`config.mk`:
```
export PLATFORM = sky130hd
export DESIGN_NAME = bus_arbiter
export DESIGN_NICKNAME = d
export VERILOG_FILES = /design/src/rtl/arb_pkg.sv /design/src/rtl/rr_select.sv /design/src/rtl/bus_arbiter.sv
export SDC_FILE = /design/constraint.sdc
export NUM_CORES = 1
export LEC_CHECK = 0
export ABC_AREA = 1
export BUFFER_PORTS_ARGS = -buffer_cell sky130_fd_sc_hd__buf_2
export CAP_MARGIN = 20
export CORE_MARGIN = 5
export CORE_UTILIZATION = 57
export DETAILED_ROUTE_END_ITERATION = 16
export HOLD_SLACK_MARGIN = 0.08
export PLACE_DENSITY_LB_ADDON = 0.25
export SYNTH_ARGS = -nofsm -noshare
export SYNTH_HDL_FRONTEND = slang
export SYNTH_HIERARCHICAL = 1
export SYNTH_SLANG_ARGS = --single-unit
```
`constraint.sdc`:
```
create_clock -name HCLK -period 2.6 [get_ports HCLK]
set_input_delay 0.52 -clock HCLK [delete_from_list [all_inputs] [get_ports HCLK]]
set_output_delay 0.52 -clock HCLK [all_outputs]
set_load 0.02 [all_outputs]
```
`src/rtl/arb_pkg.sv`:
```
// Shared types and helpers for the round-robin bus arbiter.
package arb_pkg;
  localparam int MAX_COUNT = 16;
  localparam int IDX_W     = 4;
  localparam int CNT_W     = 5;

  typedef enum logic {IDLE, GRANT} arb_state_t;

  function automatic logic [MAX_COUNT-1:0] onehot(input logic [IDX_W-1:0] idx);
    return {{(MAX_COUNT-1){1'b0}}, 1'b1} << idx;
  endfunction
endpackage

```
`src/rtl/rr_select.sv`:
```
// Combinational round-robin pick: first set req bit at or after ptr, wrapping at count-1.
module rr_select import arb_pkg::*; #(
  parameter int unsigned count = 2
) (
  input  logic [count-1:0] req,
  input  logic [IDX_W-1:0] ptr,
  output logic [IDX_W-1:0] idx,
  output logic             found
);
  logic [MAX_COUNT-1:0] req_ext;
  logic [IDX_W:0]       c;

  assign req_ext = MAX_COUNT'(req);

  always_comb begin
    idx   = '0;
    found = 1'b0;
    c     = '0;
    for (int i = 0; i < int'(count); i++) begin
      c = {1'b0, ptr} + (IDX_W+1)'(i);
      if (c >= (IDX_W+1)'(count)) c = c - (IDX_W+1)'(count);
      if (!found && req_ext[c[IDX_W-1:0]]) begin
        found = 1'b1;
        idx   = c[IDX_W-1:0];
      end
    end
  end
endmodule

```
`src/rtl/bus_arbiter.sv`:
```
// Round-robin bus arbiter with tenure hold, optional timeout preemption and
// a one-cycle grant gap on every owner change. hold_max must not exceed 32.
module bus_arbiter import arb_pkg::*; #(
  parameter int unsigned count    = 2,
  parameter int unsigned hold_max = 16
) (
  input  logic             HCLK,
  input  logic             HRESETn,
  input  logic [count-1:0] req,
  input  logic [count-1:0] lock,
  output logic [count-1:0] grant,
  output logic [IDX_W-1:0] grant_idx,
  output logic             grant_valid,
  output logic             preempt
);
  localparam logic [CNT_W-1:0] HOLD_LAST = (hold_max == 0) ? '0 : CNT_W'(hold_max - 1);
  localparam logic [CNT_W-1:0] HOLD_SAT  = (hold_max == 0) ? '1 : HOLD_LAST;
  localparam logic [IDX_W-1:0] LAST_IDX  = IDX_W'(count - 1);

  arb_state_t           state;
  logic [IDX_W-1:0]     ptr, g, sel_idx, next_ptr;
  logic [CNT_W-1:0]     hold_cnt;
  logic                 sel_found, timeout;
  logic [MAX_COUNT-1:0] req_ext, lock_ext, others;

  assign req_ext  = MAX_COUNT'(req);
  assign lock_ext = MAX_COUNT'(lock);
  assign others   = req_ext & ~onehot(g);
  assign next_ptr = (g == LAST_IDX) ? '0 : g + IDX_W'(1);
  // Timeout only preempts an unlocked owner when someone else is waiting.
  assign timeout  = (hold_max != 0) && (hold_cnt == HOLD_LAST) && !lock_ext[g] && (|others);

  rr_select #(.count(count)) u_sel (
    .req   (req),
    .ptr   (ptr),
    .idx   (sel_idx),
    .found (sel_found)
  );

  always_ff @(posedge HCLK or negedge HRESETn) begin
    if (!HRESETn) begin
      state       <= IDLE;
      ptr         <= '0;
      g           <= '0;
      hold_cnt    <= '0;
      grant       <= '0;
      grant_idx   <= '0;
      grant_valid <= 1'b0;
      preempt     <= 1'b0;
    end else begin
      preempt <= 1'b0;
      case (state)
        IDLE: begin
          if (sel_found) begin
            state       <= GRANT;
            g           <= sel_idx;
            grant       <= count'(onehot(sel_idx));
            grant_idx   <= sel_idx;
            grant_valid <= 1'b1;
            hold_cnt    <= '0;
          end
        end
        GRANT: begin
          if (!req_ext[g] || timeout) begin
            state       <= IDLE;
            ptr         <= next_ptr;
            grant       <= '0;
            grant_idx   <= '0;
            grant_valid <= 1'b0;
            // A release coinciding with timeout is a normal release.
            preempt     <= req_ext[g];
          end else if (hold_cnt != HOLD_SAT) begin
            hold_cnt <= hold_cnt + CNT_W'(1);
          end
        end
        default: state <= IDLE;
      endcase
    end
  end
endmodule

```
==> results.md, run 1 <==
* Number of global-route vias before repair at 1,140
* Arrival @ worst endpoint at 2590 ps
* Run status: finished, final reports clean
* Max_cap viols at 0
* Total wire length at 2.644 mm
* Post-route setup slack at 217.1 ps
* IO Pins at 14
* Pre-CTS setup slack at 145.3 ps
* Hpwl dp at 2.058 mm
* Peak Freq at 419.7 MHz
* Wire length per cell at 11.86 um
* DR vias/cell at 5.300
* Placer congestion estimate at 0.8881
* Worst-Skew Late Latency at 300 ps
* Post-Syn Area at 0.001344 mm2
* Starting Density at 60.17%
* Chip Height at 58.56 um
* Fin crit period at 2383 ps
* Die area at 0.003429 mm2
* Crit path kind: reg -> reg
* Layout cell share with drive strength beyond 1 at 16.41%
* Post-CTS setup buffer count at 0
* First-pass iteration count of the detailed router at 4
* Final-report setup violation count at 0
* Cell with the most instances after synthesis: nand2_1
* Clock Tree Buf Depth at 2
* Antenna violations before repair at 0
* Post-Route Utilization at 65.15%
* I/O Buffers at 13
* RSZ-0062 raised after global routing: false
* Clock transition at the registers of the reported paths at 120 ps
* Global-route wire length before repair at 4.740 mm
* Yosys reg bits at 22
* Type of origin of the critical path: flip-flop
* First DRT Iteration DRCs at 50
* Leakage power at 0.7994 nW
* Vias after detailed routing at 1,182
* Tcrit/Tclk final at 91.65%
* CTS sink cnt at 22
* Ys Warns at 6
* Gr ovfl total at 0
* Die Span X at 58.56 um
* CTS buffer count at 3
* Synth top area share at 40.97%
* Avg Cell Area, Syn at 7.465 um2
* CTS tree: built
* Worst min-delay path class: in -> async
* Area grow syn2layout at 8.287%
* Gate Count Post-Synth at 180
* Top cells by count, synth: nand2_1, dfrtp_1, inv_1
* Async SR Flop Fraction at 100.0%
* DRC viols at 0
* Setup Skew at 1.449 ps
* Number of library cell types mapped by synthesis at 23
* Area leader, netlist: dfrtp_1
* CORE AREA at 0.002233 mm2
* Power density over the cells at 1208 mW/mm2
* Ranking of synthesized cells by area: dfrtp_1, nand2_1, ha_1, nand3_1, inv_1
* Clock Tree Root: clkbuf_4
* Max FO, Critical Path at 10
* Req. time, crit path at 2810 ps
* Maximum VDD drop at 859.2 uV
* Final ANT Viol Nets at 0
* Fin. max-slew vios at 0
* Final #Nets at 210
* H-tree depth at 1
* Critical path endpoint category: flip-flop
* Sequential share of the synthesized area at 40.97%
* Final hold violation count at 0
* Main synth FF type: dfrtp_1
* Post-synth EDFFs at 0
* Largest net degree at the start of global routing at 23
* Row count at 17
* Setup TNS at 0 ps
* Diodes inserted at 0
* GRT Util Overall at 17.80%
[per-layer routing]
layer,global-route usage (%),part of all wire (%),vias to the layer above
li1,-,-,594
met1,21.11,42,544
met2,32.54,51,38
met3,1.974,5.5,6
met4,6.954,1.2,0
met5,0,0,-
[metrics by stage]
stage	power, mW	instances	cell area, um2	hold slack (ps)
after detailed placement	1.565	219	1418	470.7
final	1.758	223	1455	154.8
after CTS	1.755	223	1454	166.3
after global placement	1.513	219	1418	459.2
after floorplan	1.354	182	1351	224.4
after global routing	1.957	223	1455	168.9
[where the power goes]
part,internal (mW),switching [mW]
Sequential,0.462,0.126
Combinational,0.324,0.656
Clock,0.0855,0.104
[state kept, by name, indices dropped and copies added (netlist names)]
name         cells
grant            2
preempt          1
grant_valid      1
hold_cnt         5
g                4
ptr              4
state            1
grant_idx        4
[area by class of cell]
| cell class | instances | area, um2 |
|---|---|---|
| well taps | 28 | 35.03 |
| flip-flops and latches | 22 | 551.8 |
| multi-input cells | 134 | 684.4 |
| fillers | 180 | 778.2 |
| inverters | 22 | 82.58 |
| repair buffers | 13 | 65.06 |
| clock buffers | 4 | 36.28 |
[placed cells by master (no fill, tap or decap), types with 2 or more instances in the layout]
cell type / synthesis / layout
a21oi_2: 2 / 2
buf_2: 0 / 13
clkbuf_4: 0 / 3
conb_1: 1 / 3
dfrtp_1: 22 / 21
ha_1: 8 / 8
inv_1: 21 / 21
nand2_1: 58 / 58
nand2_2: 5 / 5
nand3_1: 18 / 18
nand4_1: 2 / 2
nor2_1: 13 / 13
nor2_2: 4 / 4
nor3_1: 2 / 2
o21ai_0: 7 / 7
o21ai_1: 5 / 5
xor2_1: 2 / 2
[final timing paths]
path / start / to / slack, ps / depth (start not counted)
worst max-delay path: ptr[0]$_DFFE_PN0P_ / hold_cnt[3]$_DFFE_PN0P_ / 220 / 14
worst max register to register: ptr[0]$_DFFE_PN0P_ / hold_cnt[3]$_DFFE_PN0P_ / 220 / 14
max in group asynchronous: HRESETn / ptr[0]$_DFFE_PN0P_ / 2090 / 1
worst min-delay path: HRESETn / grant_idx[2]$_DFFE_PN0P_ / 150 / 1
min in group HCLK: grant_valid$_DFFE_PN0P_ / grant_valid$_DFFE_PN0P_ / 500 / 2
worst min register to register: grant_valid$_DFFE_PN0P_ / grant_valid$_DFFE_PN0P_ / 500 / 2
[cells by family after synthesis]
logic type	count (synthesis)	synth area share (%)
compound gates	16	6.703
xor+xnor	3	1.956
fa+ha+maj	8	7.449
buf+inv	26	8.659
flops	22	40.97
other cells	1	0.2791
simple gates	104	33.99
[critical path, stage by stage, from the launching register on]
cell and delay (ps):
dfrtp_2 490, ha_1 230, xnor2_1 220, ha_1 190
inv_1 70, nor2_2 130, nand2_1 60, o21ai_1 100
nand2_1 70, o21ai_1 110, nand2_2 160, nand2_2 190
nand2_2 100, nand2_1 80, nand2_1 60
[timing repair]
item / 4_1_cts / 5_1_grt
hold buffers: 0 / 0
endpoints found under the hold margin: 0 / 0
setup endpoints to repair: 0 / 6
gates resized for setup: 0 / 1
Note: power is estimated with default switching activity, not from simulation.
==> run 2: changes to the inputs <==
Settings changed: CELL_PAD_IN_SITES_DETAIL_PLACEMENT set to 0, CELL_PAD_IN_SITES_GLOBAL_PLACEMENT set to 1, CORE_UTILIZATION 57 to 42, PLACE_DENSITY_LB_ADDON 0.25 to 0.1.
==> results.md, run 2 (synthesized netlist as in run 1, its figures left out) <==
* Commonest non-fill, non-tap cells in the layout: nand2_1, inv_1, dfrtp_1
* Max FO, Critical Path at 10 (unchanged)
* Die area at 0.004431 mm2 (+29%)
* Placer congestion estimate at 0.8524 (-4.0%)
* DR vias/cell at 4.703 (-11%)
* Reg2reg start: ptr[1]$_DFFE_PN0P_
* Critical-path top delay cell: dfrtp_1
* Leakage power at 0.8063 nW (+0.87%)
* Number of global-route vias before repair at 1,112 (-2.5%)
* Worst path max stage delay at 490 ps (about the same)
* IO Pins at 14 (unchanged)
* Largest net degree at the start of global routing at 23 (unchanged)
* CTS buffer count at 3 (unchanged)
* RSZ-0062 raised after global routing: false
* Antenna violations before repair at 0 (unchanged)
* Max_cap viols at 0 (unchanged)
* CTS Hold Bufs at 0 (unchanged)
* Starting Density at 44.02% (-16 points)
* Crit-path cells: ha_1 > xnor2_1 > ha_1 > inv_1 > nor2_2 > nand2_1 > o21ai_1 > nand2_1 > o21ai_1 > nand2_2 > nand2_2 > nand2_2 > nand2_1 > nand2_1
* M1 WL at 1.369 mm (+22%)
* Clock transition at the registers of the reported paths at 130 ps (about the same)
* Maximum VDD drop at 623.6 uV (-27%)
* Run status: finished, final reports clean
* Biggest register: hold_cnt
* Multi-input logic area at 684.4 um2 (unchanged)
* Post-Route Utilization at 48.85% (-16 points)
* Reg2Reg Depth at 14 (unchanged)
* DRC viols at 0 (unchanged)
* Peak Freq at 423.2 MHz (+0.85%)
* Power share of the sequential group at 32.3% (-1.1 points)
* Slew @ Worst Pin at 524.8 ps
* GRT Util Overall at 14.65% (-3.2 points)
* First-pass iteration count of the detailed router at 4 (unchanged)
* Vias after detailed routing at 1,124 (-4.9%)
* Sw Share at 48.78% (-1.6 points)
* Crit path top cell by count: nand2_1
* Register area at 551.8 um2 (unchanged)
* Number of fillers in the final layout at 305 (+69%)
* CP endpoint: hold_cnt[2]$_DFFE_PN0P_
* Worst min-delay path class: in -> async
* Fin. max-slew vios at 0 (unchanged)
* Row count at 20 (+3)
* Final #Nets at 210 (unchanged)
* Critical path endpoint category: flip-flop
* Gr ovfl total at 0 (unchanged)
* Final hold violation count at 0 (unchanged)
* I/O Buffers at 13 (unchanged)
* Chip Height at 66.57 um (+14%)
* Top Layer Used: met4
* CTS sink cnt at 22 (unchanged)
* Post-route setup slack at 237.2 ps (+20.05 ps)
* Critical Path Source: ptr[1]$_DFFE_PN0P_
* Pwr Total at 1.840 mW (+4.7%)
* Clock Tree Root: clkbuf_4
* Hpwl dp at 2.117 mm (+2.9%)
* Fin crit period at 2363 ps (-20.05 ps)
* Diodes inserted at 0 (unchanged)
* Flop2flop setup slack at 240 ps (+20 ps)
* Global-route wire length before repair at 4.981 mm (+5.1%)
* Die Span X at 66.57 um (+14%)
* First DRT Iteration DRCs at 64 (+28%)
* Setup TNS at 0 ps (unchanged)
* CORE AREA at 0.003053 mm2 (+37%)
* Routed wl met2 at 1.261 mm (-6.2%)
* Power density over the cells at 1234 mW/mm2 (+2.2%)
* Max reg flops at 5 (unchanged)
* Area grow syn2layout at 10.99%
* Commonest non-fill, non-tap cell in the layout: nand2_1
* Slew Limit Headroom at 65.01%
* Met3 WL at 94 um (-35%)
* Sw power at 897.7 uW (+1.3%)
* R2r endpoint: hold_cnt[2]$_DFFE_PN0P_
* Req. time, crit path at 2820 ps (about the same)
* Final ANT Viol Nets at 0 (unchanged)
* Final-report setup violation count at 0 (unchanged)
* Arrival @ worst endpoint at 2580 ps (about the same)
* Clk pwr share at 14.3% (+3.5 points)
* CTS tree: built
* Crit path kind: reg -> reg
* DP Area at 0.001438 mm2 (+1.4%)
* Comb pwr share at 53.4% (-2.4 points)
* Internal at 942.7 uW (+8.2%)
* Type of origin of the critical path: flip-flop
* Layout cell share with drive strength beyond 1 at 16.41% (unchanged)
* Setup Skew at 3.531 ps (+2.082 ps)
* WHS at 167.8 ps (+13.03 ps)
* Pre-CTS setup slack at 240.1 ps (+94.76 ps)
* H-tree depth at 1 (unchanged)
* Placed cells at 235 (+7.3%)
* Total wire length at 2.744 mm (+3.8%)
* Worst-Skew Late Latency at 310 ps (about the same)
* Clock Tree Buf Depth at 2 (unchanged)
* Final instance area at 0.001491 mm2 (+2.5%)
* Wire length per cell at 11.48 um (-3.2%)
* Tcrit/Tclk final at 90.88% (-0.77 points)
* Non-filler cells, final at 239 (+7.2%)
-- run 2: changes by cell type in the layout (fill, tap and decap cells not counted) --
cell	delta
clkbuf_8	-1
bufinv_16	+1
-- run 2: power by group through the flow --
stage	Sequential [mW]	Combinational [mW]	Clock, mW
floorplan	0.607	0.747	0
global placement	0.595	0.955	0
detailed placement	0.603	0.976	0
CTS	0.595	0.983	0.273
global route	0.617	1.13	0.295
finish	0.595	0.983	0.263
-- run 2: worst max-delay path, delay by kind of cell, from the launching register on --
kind | cells | cell delay [ps]
fa+ha+maj | 2 | 440
xor+xnor | 1 | 250
compound gates | 2 | 190
simple gates | 8 | 820
buf+inv | 1 | 70
flops | 1 | 490
-- run 2: repair_timing --
item,4_1_cts,5_1_grt
setup endpoints to repair,0,4
setup buffers,0,0
resized for setup,0,1
-- run 2: how the worst min path moves through the flow --
stage,cells after the start,slack [ps],endpoint
CTS,1,170,ptr[0]$_DFFE_PN0P_
floorplan,0,220,g[0]$_DFFE_PN0P_
global placement,2,460,grant_valid$_DFFE_PN0P_
detailed placement,2,460,grant_valid$_DFFE_PN0P_
finish,1,170,hold_cnt[2]$_DFFE_PN0P_
global route,1,180,hold_cnt[0]$_DFFE_PN0P_
-- run 2: cell type report --
type	count	area share (%)
Clock inverter	1	2.013
Sequential cell	22	37.00
Tap cell	44	3.691
Multi-Input combinational cell	134	45.89
Clock buffer	3	1.510
Inverter	22	5.537
Timing Repair Buffer	13	4.362
-- run 2: metal layers --
metal | vias up | GRT usage [%]
met3 | 2 | 2.530
met2 | 17 | 23.39
met1 | 509 | 20.04
li1 | 596 | -
met4 | 0 | 4.569
met5 | - | 0
==> run 3: changes to the inputs <==
Settings changed: CORE_UTILIZATION 42 to 38.
Clock period 2.6 ns to 2.1 ns, I/O delays scaled along.
==> results.md, run 3 (synthesized netlist as in run 1, its figures left out) <==
* Run status: finished, final reports clean
* Gr ovfl total at 0 (unchanged)
* Non-filler cells, final at 246 (+2.9%)
* Critical Path Source: ptr[0]$_DFFE_PN0P_
* GRT Util Overall at 11.75% (-2.9 points)
* Max reg flops at 5 (unchanged)
* CTS sink cnt at 22 (unchanged)
* Type of origin of the critical path: flip-flop
* Placed cells at 242 (+3.0%)
* Max FO, Critical Path at 7 (-3)
* WP depth at 13 (-1)
* Commonest non-fill, non-tap cells in the layout: nand2_1, dfrtp_1, inv_1, nand3_1
* CP endpoint: grant_idx[3]$_DFFE_PN0P_
* Flop2flop setup slack at 60 ps (-170 ps)
* Setup Skew at 1.356 ps (-2.175 ps)
* Vias after detailed routing at 1,135 (+0.98%)
* Worst path max stage delay at 430 ps (-60 ps)
* Peak Freq at 491.3 MHz (+16%)
* Leakage power at 0.8232 nW (+2.1%)
* Biggest register: hold_cnt
* CTS tree: built
* Clock transition at the registers of the reported paths at 120 ps (about the same)
* Diodes inserted at 0 (unchanged)
* Crit-path cells: ha_2 > xnor2_2 > ha_2 > inv_2 > a21oi_2 > nand2_1 > nor2_2 > nand2_1 > o21ai_1 > nand2_2 > buf_4 > nand3_1 > nand2_1
* Worst min-delay path class: in -> async
* Tcrit/Tclk final at 96.93% (+6.1 points)
* Final instance area at 0.001546 mm2 (+3.7%)
* Post-route setup slack at 64.47 ps (-172.7 ps)
* Crit path kind: reg -> reg
* RSZ-0062 raised after global routing: true
* Critical-path top delay cell: dfrtp_1
* Die area at 0.004825 mm2 (+8.9%)
* Total wire length at 2.740 mm (-0.15%)
* Wire length per cell at 11.14 um (-3.0%)
* CTS Hold Bufs at 0 (unchanged)
* Number of global-route vias before repair at 1,065 (-4.2%)
* Final ANT Viol Nets at 0 (unchanged)
* First-pass iteration count of the detailed router at 4 (unchanged)
* DRC viols at 0 (unchanged)
* Reg2Reg Depth at 13 (-1)
* Starting Density at 39.65% (-4.4 points)
* DP Area at 0.001478 mm2 (+2.8%)
* Largest net degree at the start of global routing at 23 (unchanged)
* Critical path endpoint category: flip-flop
* I/O Buffers at 13 (unchanged)
* Final hold violation count at 0 (unchanged)
* Commonest non-fill, non-tap cell in the layout: nand2_1
* Crit path top cell by count: nand2_1
* Area grow syn2layout at 15.08%
* Slew Limit Headroom at 66.30% (+1.3 points)
* Slew @ Worst Pin at 505.6 ps (-19.26 ps)
* Reg2reg start: ptr[0]$_DFFE_PN0P_
* First DRT Iteration DRCs at 73 (+14%)
* Antenna violations before repair at 0 (unchanged)
* Cell family with most CP delay: simple AND/OR/NAND/NOR gates
* Maximum VDD drop at 621.0 uV (-0.41%)
* Number of fillers in the final layout at 335 (+9.8%)
* DR vias/cell at 4.614 (-1.9%)
* Final-report setup violation count at 0 (unchanged)
* Power density over the cells at 1530 mW/mm2 (+24%)
* Chip Height at 69.47 um (+4.4%)
* Setup TNS at 0 ps (unchanged)
* Final #Nets at 216 (+2.9%)
* Fin crit period at 2036 ps (-327.3 ps)
* Worst-Skew Late Latency at 300 ps (about the same)
* Pre-CTS setup slack at -35.02 ps (-275.1 ps)
* Pwr Total at 2.366 mW (+29%)
* CORE AREA at 0.003390 mm2 (+11%)
* Req. time, crit path at 2310 ps (-510 ps)
* Placer congestion estimate at 0.7815 (-8.3%)
* Clock Tree Root: clkbuf_4
* R2r endpoint: grant_idx[3]$_DFFE_PN0P_
* Hpwl dp at 2.159 mm (+2.0%)
* Layout cell share with drive strength beyond 1 at 22.00% (+5.6 points)
* Max_cap viols at 0 (unchanged)
* Clock Tree Buf Depth at 2 (unchanged)
* H-tree depth at 1 (unchanged)
* Global-route wire length before repair at 4.740 mm (-4.8%)
* Fin. max-slew vios at 0 (unchanged)
* WP buf/inv at 2 (+1)
* Arrival @ worst endpoint at 2240 ps (-340 ps)
* Row count at 21 (+5.0%)
* Die Span X at 69.47 um (+4.4%)
* IO Pins at 14 (unchanged)
* CTS buffer count at 3 (unchanged)
[run 3: changes by cell type in the layout (fill, tap and decap cells not counted), sizes merged]
cell	change
bufinv	-1
buf	+6
[run 3: worst min path at each step]
stage	startpoint	to	slack (ps)	cells after the start
4_1_cts	HRESETn	preempt$_DFF_PN0_	80	1
3_3_place_gp	HRESETn	preempt$_DFF_PN0_	420	1
3_5_place_dp	HRESETn	preempt$_DFF_PN0_	420	1
5_1_grt	HRESETn	ptr[3]$_DFFE_PN0P_	100	1
2_1_floorplan	HRESETn	g[0]$_DFFE_PN0P_	120	0
6_report	HRESETn	preempt$_DFF_PN0_	70	1
[run 3: area by class of cell]
cell class	count	area [um2]	share of cell area, %
clock buffers	3	22.52	1.456
inverters	22	82.58	5.340
flip-flops and latches	22	550.5	35.60
repair buffers	19	110.1	7.120
multi-input cells	134	723.2	46.76
well taps	46	57.56	3.722
[run 3: where the power goes]
part / total (mW) / internal, mW / switching (mW)
Combinational: 1.47 / 0.566 / 0.899
Sequential: 0.711 / 0.570 / 0.142
Clock: 0.189 / 0.0669 / 0.123
Total: 2.37 / 1.20 / 1.16
[run 3: what timing repair did]
action / in CTS / in global routing
resized for setup: 2 / 9
gates cloned: 0 / 0
setup buffers: 0 / 1
pin swaps: 0 / 3
setup endpoints to repair: 5 / 16
[run 3: layer usage]
| metal | vias up | track usage [%] | routed length, um |
|---|---|---|---|
| met5 | - | 0 | 0 |
| met4 | 0 | 1.952 | 12 |
| li1 | 609 | - | - |
| met3 | 2 | 3.188 | 95 |
| met2 | 17 | 19.39 | 1279 |
| met1 | 507 | 15.59 | 1351 |
[run 3: stage by stage]
stage                     util [%]  hold WS (ps)
after floorplan                  -         124.4
after global placement       43.60         419.4
after detailed placement     43.60         424.5
after CTS                    44.63         81.30
after global routing         45.63         96.69
final                        45.63         67.62
